[src/rtl/output_vc_status_tracker_if.sv]
// Allocator/crossbar/link-facing signals of one output port's VC status tracker.
// master drives grants, flit strobes and credits; slave is the tracker itself.
interface output_vc_status_tracker_if #(
  parameter int unsigned V = 4
);
  logic [V-1:0] ovc_allocated;
  logic [V-1:0] flit_out_wr;
  logic         flit_out_is_tail;
  logic [V-1:0] credit_in;
  logic [V-1:0] ovc_is_assigned;
  logic [V-1:0] full;
  logic [V-1:0] nearly_full;
  logic [V-1:0] empty;
  logic [V-1:0] avalable_ovc;
  logic         tracker_err;

  modport master (
    output ovc_allocated, flit_out_wr, flit_out_is_tail, credit_in,
    input  ovc_is_assigned, full, nearly_full, empty, avalable_ovc, tracker_err
  );

  modport slave (
    input  ovc_allocated, flit_out_wr, flit_out_is_tail, credit_in,
    output ovc_is_assigned, full, nearly_full, empty, avalable_ovc, tracker_err
  );
endinterface

[src/rtl/output_vc_status_tracker.sv]
// Per-output-port downstream VC tracker: credit counters and busy bits per OVC.
// Optional protocol checker enabled by defining OVC_TRACKER_CHECK_EN.
module output_vc_status_tracker #(
  parameter int unsigned V = 4,
  parameter int unsigned B = 4
) (
  input  logic                          clk,
  input  logic                          reset,
  output_vc_status_tracker_if.slave     bus
);
  localparam int unsigned   CW      = $clog2(B + 1);
  localparam logic [CW-1:0] CNT_MAX = CW'(B);

  typedef enum logic {IDLE = 1'b0, BUSY = 1'b1} vc_state_e;

  vc_state_e     st_q  [V];
  vc_state_e     st_d  [V];
  logic [CW-1:0] cnt_q [V];
  logic [CW-1:0] cnt_d [V];

  always_ff @(posedge clk) begin
    for (int unsigned v = 0; v < V; v++) begin
      if (reset) begin
        st_q[v]  <= IDLE;
        cnt_q[v] <= CNT_MAX;
      end else begin
        st_q[v]  <= st_d[v];
        cnt_q[v] <= cnt_d[v];
      end
    end
  end

  // Tail clear is applied after the grant set so a same-cycle single-flit packet ends IDLE.
  always_comb begin
    for (int unsigned v = 0; v < V; v++) begin
      st_d[v]  = st_q[v];
      cnt_d[v] = cnt_q[v];
      if (bus.ovc_allocated[v])
        st_d[v] = BUSY;
      if (bus.flit_out_wr[v] && bus.flit_out_is_tail)
        st_d[v] = IDLE;
      case ({bus.flit_out_wr[v], bus.credit_in[v]})
        2'b10:   if (cnt_q[v] != '0)      cnt_d[v] = cnt_q[v] - 1'b1;
        2'b01:   if (cnt_q[v] != CNT_MAX) cnt_d[v] = cnt_q[v] + 1'b1;
        default: cnt_d[v] = cnt_q[v];
      endcase
    end
  end

  always_comb begin
    bus.ovc_is_assigned = '0;
    bus.full            = '0;
    bus.nearly_full     = '0;
    bus.empty           = '0;
    bus.avalable_ovc    = '0;
    for (int unsigned v = 0; v < V; v++) begin
      bus.ovc_is_assigned[v] = (st_q[v] == BUSY);
      bus.full[v]            = (cnt_q[v] == '0);
      bus.nearly_full[v]     = (cnt_q[v] == CW'(1));
      bus.empty[v]           = (cnt_q[v] == CNT_MAX);
      bus.avalable_ovc[v]    = (st_q[v] == IDLE) && (cnt_q[v] != '0);
    end
  end

`ifdef OVC_TRACKER_CHECK_EN
  logic [V-1:0] v_underflow;
  logic [V-1:0] v_overflow;
  logic [V-1:0] v_realloc;
  logic [V-1:0] v_orphan_wr;
  logic         v_multi_alloc;
  logic         v_multi_wr;
  logic         err_q;

  always_comb begin
    v_underflow = '0;
    v_overflow  = '0;
    v_realloc   = '0;
    v_orphan_wr = '0;
    for (int unsigned v = 0; v < V; v++) begin
      v_underflow[v] = bus.flit_out_wr[v] && !bus.credit_in[v] && (cnt_q[v] == '0);
      v_overflow[v]  = bus.credit_in[v] && !bus.flit_out_wr[v] && (cnt_q[v] == CNT_MAX);
      v_realloc[v]   = bus.ovc_allocated[v] && (st_q[v] == BUSY);
      v_orphan_wr[v] = bus.flit_out_wr[v] && (st_q[v] == IDLE) && !bus.ovc_allocated[v];
    end
    v_multi_alloc = (bus.ovc_allocated & (bus.ovc_allocated - 1'b1)) != '0;
    v_multi_wr    = (bus.flit_out_wr & (bus.flit_out_wr - 1'b1)) != '0;
  end

  always_ff @(posedge clk) begin
    if (reset)
      err_q <= 1'b0;
    else if ((|{v_underflow, v_overflow, v_realloc, v_orphan_wr}) || v_multi_alloc || v_multi_wr)
      err_q <= 1'b1;
  end

`ifndef SYNTHESIS
  always_ff @(posedge clk) begin
    if (!reset) begin
      for (int unsigned v = 0; v < V; v++) begin
        if (v_underflow[v]) $display("ovc_tracker: VC%0d credit underflow", v);
        if (v_overflow[v])  $display("ovc_tracker: VC%0d credit overflow", v);
        if (v_realloc[v])   $display("ovc_tracker: VC%0d allocated while busy", v);
        if (v_orphan_wr[v]) $display("ovc_tracker: VC%0d flit written while unassigned", v);
      end
      if (v_multi_alloc) $display("ovc_tracker: multiple OVCs allocated in one cycle");
      if (v_multi_wr)    $display("ovc_tracker: multiple OVCs written in one cycle");
    end
  end
`endif

  always_comb bus.tracker_err = err_q;
`else
  always_comb bus.tracker_err = 1'b0;
`endif

endmodule

[src/flat_wrapper.sv]
// flat-port wrapper written by rule: the top's interface ports become plain ports
module output_vc_status_tracker_flat 
#(
  parameter int unsigned V = 4,
  parameter int unsigned B = 4
)
  (clk, reset, bus_ovc_allocated, bus_flit_out_wr, bus_flit_out_is_tail, bus_credit_in, bus_ovc_is_assigned, bus_full, bus_nearly_full, bus_empty, bus_avalable_ovc, bus_tracker_err);
  output_vc_status_tracker_if #(.V(V)) bus_i ();
  input  logic clk;
  input  logic reset;
  input wire logic [$bits(bus_i.ovc_allocated)-1:0] bus_ovc_allocated;
  input wire logic [$bits(bus_i.flit_out_wr)-1:0] bus_flit_out_wr;
  input wire logic [$bits(bus_i.flit_out_is_tail)-1:0] bus_flit_out_is_tail;
  input wire logic [$bits(bus_i.credit_in)-1:0] bus_credit_in;
  output wire logic [$bits(bus_i.ovc_is_assigned)-1:0] bus_ovc_is_assigned;
  output wire logic [$bits(bus_i.full)-1:0] bus_full;
  output wire logic [$bits(bus_i.nearly_full)-1:0] bus_nearly_full;
  output wire logic [$bits(bus_i.empty)-1:0] bus_empty;
  output wire logic [$bits(bus_i.avalable_ovc)-1:0] bus_avalable_ovc;
  output wire logic [$bits(bus_i.tracker_err)-1:0] bus_tracker_err;
  assign bus_i.ovc_allocated = bus_ovc_allocated;
  assign bus_i.flit_out_wr = bus_flit_out_wr;
  assign bus_i.flit_out_is_tail = bus_flit_out_is_tail;
  assign bus_i.credit_in = bus_credit_in;
  assign bus_ovc_is_assigned = bus_i.ovc_is_assigned;
  assign bus_full = bus_i.full;
  assign bus_nearly_full = bus_i.nearly_full;
  assign bus_empty = bus_i.empty;
  assign bus_avalable_ovc = bus_i.avalable_ovc;
  assign bus_tracker_err = bus_i.tracker_err;
  output_vc_status_tracker #(.V(V), .B(B)) u_core (.clk(clk), .reset(reset), .bus(bus_i));
endmodule
[config.mk]
export PLATFORM = sky130hd
export DESIGN_NAME = output_vc_status_tracker_flat
export DESIGN_NICKNAME = d
export VERILOG_FILES = /design/src/rtl/output_vc_status_tracker_if.sv /design/src/rtl/output_vc_status_tracker.sv /design/src/flat_wrapper.sv
export SDC_FILE = /design/constraint.sdc
export NUM_CORES = 1
export LEC_CHECK = 0
export BUFFER_PORTS_ARGS = -buffer_cell sky130_fd_sc_hd__buf_2
export CORE_UTILIZATION = 30
export CTS_CLUSTER_DIAMETER = 40
export CTS_CLUSTER_SIZE = 28
export DETAILED_ROUTE_END_ITERATION = 8
export SYNTH_ARGS = -nofsm -noshare
export SYNTH_HDL_FRONTEND = slang
export SYNTH_SLANG_ARGS = --single-unit
[constraint.sdc]
create_clock -name clk -period 1.4 [get_ports clk]
set_input_delay 0 -clock clk [delete_from_list [all_inputs] [get_ports clk]]
set_output_delay 0 -clock clk [all_outputs]
set_load 0.05 [all_outputs]
==> results_dict.tcl, run 1 <==
set metrics [dict create \
    synthCells 144 \
    place.gp.congestion 0.819 \
    clockBufferDepth 2 \
    fmax_mhz 742 \
    cp-end-kind "flip-flop" \
    critPathRequiredTime_ns 1.58 \
    via_count 1106 \
    synth_simple_gate_area_share_pct 20.7 \
    io_pins 36 \
    yosys-top-cells-area "dfxtp_1, ha_1, nor2b_1, xnor2_1, a211oi_1" \
    status "complete, but fails checks" \
    ys_warn_count 0 \
    core_mm2 0.00403 \
    fin_area_mm2 0.00174 \
    cts_buffers 3 \
    reg2reg_depth 6 \
    htreeDepth 1 \
    violations "negative hold slack" \
    fp.dieW_um 67.0 \
    r2r-start "u_core.cnt_q[0][3]$_SDFFE_PP0P_" \
    drc 0 \
    crit_path_start_kind "flip-flop" \
    cp.arrival_ns 1.52 \
    fill_cells 416 \
    r2r-end "u_core.cnt_q[0][4]$_SDFFE_PP0P_" \
    cp_slowest_cell "or4_1" \
    postCtsSetupBuffers 0 \
    min_period_over_period_pct 96.3 \
    viasPerCell 4.61 \
    synth_edf_count 0 \
    hold_violations 1 \
    drt_iter0_drc 44 \
    totalWireLength_mm 2.63 \
    timing.final.ws_setup_ns 0.0519 \
    synth_xor_area_share_pct 4.84 \
    slew_violations 0 \
    ys_seq_elements 16 \
    grt_use_total_pct 12.5 \
    seq_area_frac_synth_pct 25.3 \
    postLayoutCoreUtil_pct 43.2 \
    path_class "flip-flop to flip-flop" \
    setup_viol 0 \
    finalClockSkew_ns 0.00303 \
    grt_pass1_vias 993 \
    dp_hpwl_mm 2.01 \
    clk_pin_slew_ns 0.07 \
    crit_start "u_core.cnt_q[0][3]$_SDFFE_PP0P_" \
    cts_tree "built" \
    worstSkewPairLatency_ns 0.25 \
    dp.cells 232 \
    yosys.area_share.adder_pct 19.8 \
    worstHoldPathType "primary input to flip-flop" \
    muxShareOfSynthArea_pct 5.73 \
    syn-num-nets 179 \
    final_antenna_net_count 0 \
    rsz0062_at_grt "true" \
    start_util_pct 31.4 \
    cap_violations 0 \
    area_growth_pct 37.5 \
    grt-ovfl-total 0 \
    synth_compound_area_share_pct 15.5 \
    power.total_mw 2.38 \
    min_period_ns 1.35 \
    p_per_area_mw_per_mm2 1370 \
    dp_slack_ns 0.0270 \
    cpLargestDelayFamily "simple AND/OR/NAND/NOR gates" \
    antenna_found_initial 0 \
    rows 23 \
    dpl_cell_area_mm2 0.00158 \
    grt_pass1_wl_mm 4.18 \
    slowest_delay_ns 0.46 \
    ff_latch_area_um2 329 \
    synth_top_family_by_area "simple AND/OR/NAND/NOR gates" \
    multi_input_comb_area_um2 917 \
    cp.depth 6 \
    drive_above_1_share_pct 41.1 \
    async_reset_ff_share_pct 0 \
    synth_top_area_share_pct 25.3 \
    layout.cells.non_filler 240 \
    path_cells "inv_1 -> ha_4 -> nand2b_1 -> a21oi_1 -> or4_1 -> o21ai_0" \
    fin_nets 226 \
    numClockSinks 16 \
    clockRootBuffer "clkbuf_8" \
    drt-pass1-iter-count 4 \
    tns_ns 0 \
    path_max_fanout 7 \
    synth_cell_type_count 35 \
    portBuffers 34 \
    ff2ff_setup_slack_ns 0.05 \
    cp_num_buf_inv 1 \
    antenna_cells 0 \
    yosys.area.top_type "dfxtp_1" \
    whs_ns -0.00233 \
    grt_max_degree 14 \
    wl_per_cell_um 11.0 \
    peakVddDrop_mv 0.534 \
    crit_path_end "u_core.cnt_q[0][4]$_SDFFE_PP0P_" \
    dieArea_mm2 0.00448 \
    synth_area_mm2 0.00127 \
    fp.dieH_um 67.0 \
    synth_ff_type "dfxtp_1" \
    syn_avg_cell_area_um2 8.79 \
    p_leak_nw 0.806 \
]
-- layout by cell type (no fill, tap or decap), types with 3 or more instances in the layout --
| cell | n |
|---|---|
| a211oi_1 | 6 |
| a2bb2oi_1 | 3 |
| a31oi_1 | 5 |
| and2_1 | 3 |
| and2b_1 | 5 |
| buf_2 | 27 |
| buf_4 | 15 |
| buf_6 | 3 |
| clkbuf_8 | 4 |
| dfxtp_1 | 9 |
| dfxtp_2 | 7 |
| dlygate4sd3_1 | 4 |
| ha_1 | 16 |
| inv_1 | 11 |
| nand2_1 | 4 |
| nor2_1 | 10 |
| nor2b_1 | 8 |
| o21ai_0 | 3 |
| xnor2_1 | 7 |
-- synth_stat cells, drive strengths merged (2+ instances only) --
library cell,count
ha,20
dfxtp,16
nor2,14
inv,13
nor2b,10
a211oi,7
buf,7
xnor2,7
a31oi,5
and2b,5
a21oi,4
and2,4
mux2,4
nand2,4
a2bb2oi,3
o21ai,3
mux2i,2
nand3b,2
o22ai,2
or2b,2
-- layout make-up --
type / count / area share (%)
clock buffer: 4 / 3.16
inverter: 13 / 2.80
multi-input combinational: 107 / 52.7
sequential: 16 / 18.9
tap: 50 / 3.59
timing repair buffer: 50 / 18.9
-- timing repair --
action,in CTS,in global routing
resized for setup,13,12
pin swaps,0,0
hold buffers,4,0
endpoints found under the setup margin,6,13
hold endpoints to repair,4,0
-- routing by layer --
| layer | part of all wire (%) | up-vias | GRT usage [%] |
|---|---|---|---|
| met5 | 0 | - | 0 |
| met4 | 0.68 | 0 | 3.19 |
| met3 | 6.5 | 2 | 4.79 |
| met2 | 47 | 32 | 22.2 |
| met1 | 46 | 497 | 13.7 |
| li1 | - | 575 | - |
-- worst min-delay path by stage --
stage                                           end          startpoint  cells after the start
floorplan                 u_core.st_q[0]$_SDFF_PP0_  bus_flit_out_wr[0]                      1
global placement          u_core.st_q[0]$_SDFF_PP0_  bus_flit_out_wr[0]                      2
detailed placement        u_core.st_q[0]$_SDFF_PP0_  bus_flit_out_wr[0]                      2
CTS                 u_core.cnt_q[0][3]$_SDFFE_PP0P_               reset                      2
global route        u_core.cnt_q[0][3]$_SDFFE_PP0P_               reset                      2
finish              u_core.cnt_q[0][3]$_SDFFE_PP0P_               reset                      2
-- registers in the layout (all words and copies together) (netlist names) --
register	flops
u_core.st_q	4
u_core.cnt_q	12
-- cell families (layout without fill, tap and decap cells) --
| kind of cell | count (synthesis) | count (layout) |
|---|---|---|
| adders and majority gates | 20 | 20 |
| other | 1 | 1 |
| muxes | 6 | 6 |
| and+or+nand+nor | 47 | 47 |
| buffers and inverters | 21 | 67 |
| AOI/OAI and AO/OA | 26 | 26 |
| DFF | 16 | 16 |
| xor gates and xnor gates | 7 | 7 |
-- where the power goes --
group          total, mW  internal [mW]  leakage (nW)  switching, mW
clock network      0.414          0.249        0.0288          0.164
logic               1.36          0.570         0.642          0.790
registers          0.608          0.543         0.135         0.0656
Note: power is estimated with default switching activity, not from simulation.
==> inputs of run 2 (changes only) <==
==> constraint.sdc (replaced) <==
create_clock -name clk -period 1.4 [get_ports clk]
set_input_delay 0.14 -clock clk [delete_from_list [all_inputs] [get_ports clk]]
set_output_delay 0.14 -clock clk [all_outputs]
set_load 0.05 [all_outputs]
==> results_dict.tcl, run 2 (synthesis results as in run 1) <==
set metrics [dict create \
    place.gp.congestion 0.827 \
    multi_input_comb_area_um2 972 \
    p_per_area_mw_per_mm2 1390 \
    top_regs "u_core.cnt_q: 12 flops, u_core.st_q: 4 flops" \
    worstHoldPathType "primary input to flip-flop" \
    worstSkewPairLatency_ns 0.25 \
    cts_buffers 3 \
    path_max_fanout 3 \
    numClockSinks 16 \
    cts_tree "built" \
    fin_nets 225 \
    hold_start "bus_flit_out_wr[0]" \
    via_count 1094 \
    totalWireLength_mm 2.59 \
    r2r-end "u_core.cnt_q[1][2]$_SDFFE_PP1P_" \
    cap_violations 0 \
    grt_pass1_wl_mm 4.18 \
    wl_per_cell_um 10.9 \
    crit_path_start_kind "flip-flop" \
    io_pins 36 \
    hold_violations 0 \
    critPathRequiredTime_ns 1.26 \
    drt-pass1-iter-count 4 \
    min_path_cells 2 \
    ff_latch_area_um2 330 \
    power.total_mw 2.54 \
    tns_ns 0 \
    drt_iter0_drc 19 \
    clockRootBuffer "clkbuf_8" \
    r2r-start "u_core.cnt_q[1][0]$_SDFFE_PP0P_" \
    viasPerCell 4.58 \
    clockBufferDepth 2 \
    grt_max_degree 16 \
    slew_violations 0 \
    grt_use_total_pct 12.6 \
    rows 23 \
    grt_pass1_vias 989 \
    antenna_cells 0 \
    fp.dieH_um 67.0 \
    fmax_mhz 723 \
    start_util_pct 31.4 \
    dp_slack_ns -0.00314 \
    rsz0062_at_grt "true" \
    drc 0 \
    hold_end "u_core.st_q[0]$_SDFF_PP0_" \
    ff2ff_setup_slack_ns 0.07 \
    cp_num_buf_inv 2 \
    fin_area_mm2 0.00183 \
    cpLargestDelayFamily "flip-flops" \
    drive_above_1_share_pct 49.7 \
    fp.dieW_um 67.0 \
    grt-ovfl-total 0 \
    largest_reg_flops 12 \
    peakVddDrop_mv 0.743 \
    min_period_over_period_pct 98.7 \
    cp.arrival_ns 1.24 \
    path_class "flip-flop to output port" \
    hold_buffers 0 \
    core_mm2 0.00403 \
    fill_cells 399 \
    slowest_delay_ns 0.35 \
    portBuffers 34 \
    dp_hpwl_mm 2.06 \
    final_antenna_net_count 0 \
    min_period_ns 1.38 \
    area_growth_pct 44.7 \
    dieArea_mm2 0.00448 \
    antenna_found_initial 0 \
    finalClockSkew_ns 0.00206 \
    timing.final.ws_setup_ns 0.0177 \
    status "completed" \
    dpl_cell_area_mm2 0.00160 \
    postLayoutCoreUtil_pct 45.5 \
    htreeDepth 1 \
    reg2reg_depth 5 \
    layout_common_cells "buf_2, buf_4, ha_1, nor2_1" \
    top_register "u_core.cnt_q" \
    setup_viol 0 \
    p_leak_nw 0.825 \
    path_cells "inv_2 -> ha_4 -> and2b_4 -> nor2_4 -> buf_6" \
    clk_pin_slew_ns 0.06 \
    cp-end-kind "output port" \
    cp_slowest_cell "dfxtp_2" \
]
run 2: cell count changes in the layout (fill, tap and decap cells not counted), moves of 3 or more:
| cell | before | now |
|---|---|---|
| inv_2 | 2 | 8 |
| inv_1 | 11 | 5 |
| buf_6 | 3 | 6 |
| buf_8 | 0 | 3 |
| buf_2 | 27 | 20 |
| buf_4 | 15 | 20 |
| dlygate4sd3_1 | 4 | 0 |
run 2: power breakdown:
group / switching [mW] / internal [mW] / leakage [nW] / total [mW]
Clock: 0.155 / 0.249 / 0.0288 / 0.404
Sequential: 0.0812 / 0.545 / 0.135 / 0.626
Combinational: 0.821 / 0.690 / 0.662 / 1.51
run 2: layout make-up:
cell class / instances / share of cell area (%)
Multi-Input combinational cell: 107 / 53.1
Timing Repair Buffer: 49 / 19.8
Sequential cell: 16 / 18.0
Tap cell: 50 / 3.42
Clock buffer: 4 / 3.01
Inverter: 13 / 2.66
run 2: metrics by stage:
| step | std cells | hold WS, ns |
|---|---|---|
| 6_report | 239 | 0.0846 |
| 5_1_grt | 239 | 0.0829 |
| 4_1_cts | 237 | 0.0827 |
| 3_5_place_dp | 231 | 0.353 |
| 3_3_place_gp | 231 | 0.352 |
| 2_1_floorplan | 144 | 0.235 |
run 2: worst max path at each step:
stage                                          from                               to  slack [ns]  cells after the start
floorplan           u_core.cnt_q[0][4]$_SDFFE_PP0P_               bus_nearly_full[1]       -0.03                      3
global placement    u_core.cnt_q[1][0]$_SDFFE_PP0P_              bus_avalable_ovc[2]        0.02                      5
detailed placement               bus_flit_out_wr[3]  u_core.cnt_q[1][4]$_SDFFE_PP0P_      -0.003                      7
CTS                 u_core.cnt_q[0][0]$_SDFFE_PP0P_              bus_avalable_ovc[0]      -0.009                      5
global route        u_core.cnt_q[1][4]$_SDFFE_PP0P_              bus_avalable_ovc[3]       -0.04                      5
finish              u_core.cnt_q[1][4]$_SDFFE_PP0P_              bus_avalable_ovc[3]        0.02                      5
run 2: metal layers:
layer	global-route usage (%)	share of wire, %	up-vias
li1	-	-	572
met1	14.5	44	496
met2	21.6	50	22
met3	3.60	4.7	4
met4	4.79	0.96	0
met5	0	0	-
run 2: repair_timing:
item	in CTS	in global routing
gates resized for setup	33	21
setup endpoints to repair	15	15
pin swaps	2	3
setup buffers	2	2
==> inputs of run 3 (changes only) <==
--- a/config.mk
+++ b/config.mk
@@ -10,6 +10,7 @@
 export CTS_CLUSTER_DIAMETER = 40
 export CTS_CLUSTER_SIZE = 28
 export DETAILED_ROUTE_END_ITERATION = 8
+export REMOVE_ABC_BUFFERS = 1
 export SYNTH_ARGS = -nofsm -noshare
 export SYNTH_HDL_FRONTEND = slang
 export SYNTH_SLANG_ARGS = --single-unit
==> results_dict.tcl, run 3 (synthesis results as in run 1) <==
set metrics [dict create \
    status "complete, but fails checks" \
    violations "negative setup slack" \
    core_mm2 0.00403 \
    mostFrequentLayoutCell "buf_2" \
    drc 0 \
    fill_cells 408 \
    clockRootBuffer "clkbuf_8" \
    dieArea_mm2 0.00448 \
    io_pins 36 \
    worstSkewPairLatency_ns 0.25 \
    multi_input_comb_area_um2 958 \
    min_period_over_period_pct 101 \
    layout_common_cells "buf_2, buf_4, ha_1, nor2_1, buf_6" \
    via_count 1133 \
    path_max_fanout 3 \
    clk_pin_slew_ns 0.07 \
    cp.arrival_ns 1.27 \
    rsz0062_at_grt "true" \
    crit_path_start_kind "flip-flop" \
    clockBufferDepth 2 \
    grt_use_total_pct 12.9 \
    portBuffers 34 \
    dp_hpwl_mm 2.00 \
    cp_slowest_cell "dfxtp_2" \
    antenna_cells 0 \
    hold_violations 0 \
    critPathRequiredTime_ns 1.26 \
    postLayoutCoreUtil_pct 46.2 \
    cts_buffers 3 \
    top_register "u_core.cnt_q" \
    hold_buffers 0 \
    grt_pass1_vias 969 \
    numClockSinks 16 \
    start_util_pct 31.4 \
    fp.dieW_um 67.0 \
    slowest_delay_ns 0.35 \
    drive_above_1_share_pct 50.8 \
    place.gp.congestion 0.747 \
    finalClockSkew_ns 0.00379 \
    final_antenna_net_count 0 \
    p_per_area_mw_per_mm2 1380 \
    cp-end-kind "output port" \
    wl_per_cell_um 11.5 \
    peakVddDrop_mv 0.727 \
    cap_violations 0 \
    cts_tree "built" \
    fp.dieH_um 67.0 \
    grt_pass1_wl_mm 4.30 \
    largest_reg_flops 12 \
    p_leak_nw 0.845 \
    viasPerCell 4.62 \
    area_growth_pct 47.1 \
    htreeDepth 1 \
    setup_viol 1 \
    min_period_ns 1.41 \
    totalWireLength_mm 2.82 \
    worstHoldPathType "primary input to flip-flop" \
    antenna_found_initial 0 \
    grt-ovfl-total 0 \
    drt-pass1-iter-count 4 \
    rows 23 \
    ff_latch_area_um2 334 \
    path_class "flip-flop to output port" \
    fin_nets 231 \
    grt_max_degree 13 \
    slew_violations 0 \
    cpLargestDelayFamily "flip-flops" \
    cp_num_buf_inv 2 \
    fmax_mhz 709 \
    path_cells "inv_2 -> ha_4 -> and2b_1 -> nor2_2 -> buf_6" \
    top_regs "u_core.cnt_q: 12 flops, u_core.st_q: 4 flops" \
    drt_iter0_drc 34 \
    power.total_mw 2.58 \
    timing.final.ws_setup_ns -0.00970 \
]
run 3: cell count changes in the layout (fill, tap and decap cells not counted), sizes merged:
cell / previous run / this run
clkbuf: 4 / 5
buf: 49 / 54
run 3: layout make-up:
class	instances	area share [%]
Clock buffer	4	2.95
Inverter	13	2.89
Multi-Input combinational cell	107	51.4
Sequential cell	16	17.9
Tap cell	50	3.36
Timing Repair Buffer	55	21.4
run 3: repair_timing:
action,CTS,global route
pin swaps,8,11
setup buffers,5,3
cloned,0,0
endpoints found under the setup margin,16,16
gates resized for setup,38,31
run 3: through the flow:
| step | cells | hold slack [ns] | setup TNS (ns) | worst slack, ns | area (um2) |
|---|---|---|---|---|---|
| final | 245 | 0.108 | -0.00970 | -0.00970 | 1860 |
| after global routing | 245 | 0.119 | -0.224 | -0.0601 | 1860 |
| after CTS | 242 | 0.0981 | -0.0722 | -0.0458 | 1740 |
| after floorplan | 136 | 0.212 | -3.12 | -0.640 | 1210 |
| after detailed placement | 233 | 0.366 | -0.0278 | -0.0278 | 1550 |
| after global placement | 233 | 0.360 | -0.00708 | -0.00708 | 1550 |
run 3: worst paths after layout:
check	cells past startpoint	slack, ns	startpoint	endpoint
setup / recovery	5	-0.01	u_core.cnt_q[1][3]$_SDFFE_PP0P_	bus_avalable_ovc[3]
hold / removal	2	0.11	bus_flit_out_wr[3]	u_core.st_q[3]$_SDFF_PP0_
setup reg to reg	5	0.05	u_core.cnt_q[1][0]$_SDFFE_PP0P_	u_core.cnt_q[1][2]$_SDFFE_PP1P_
hold reg to reg	2	0.53	u_core.st_q[1]$_SDFF_PP0_	u_core.st_q[1]$_SDFF_PP0_
run 3: power breakdown:
group | internal, mW | total (mW) | switching [mW]
clock | 0.249 | 0.416 | 0.167
combinational | 0.697 | 1.54 | 0.840
sequential | 0.547 | 0.625 | 0.0781
total | 1.49 | 2.58 | 1.08
run 3: metal layers:
layer  share of wire [%]  GRT usage (%)  vias up
met5                   0              0        -
met4                0.60           3.19        0
met3                 5.3           3.94        2
met2                  50           21.8       27
met1                  44           15.5      523
li1                    -              -      581
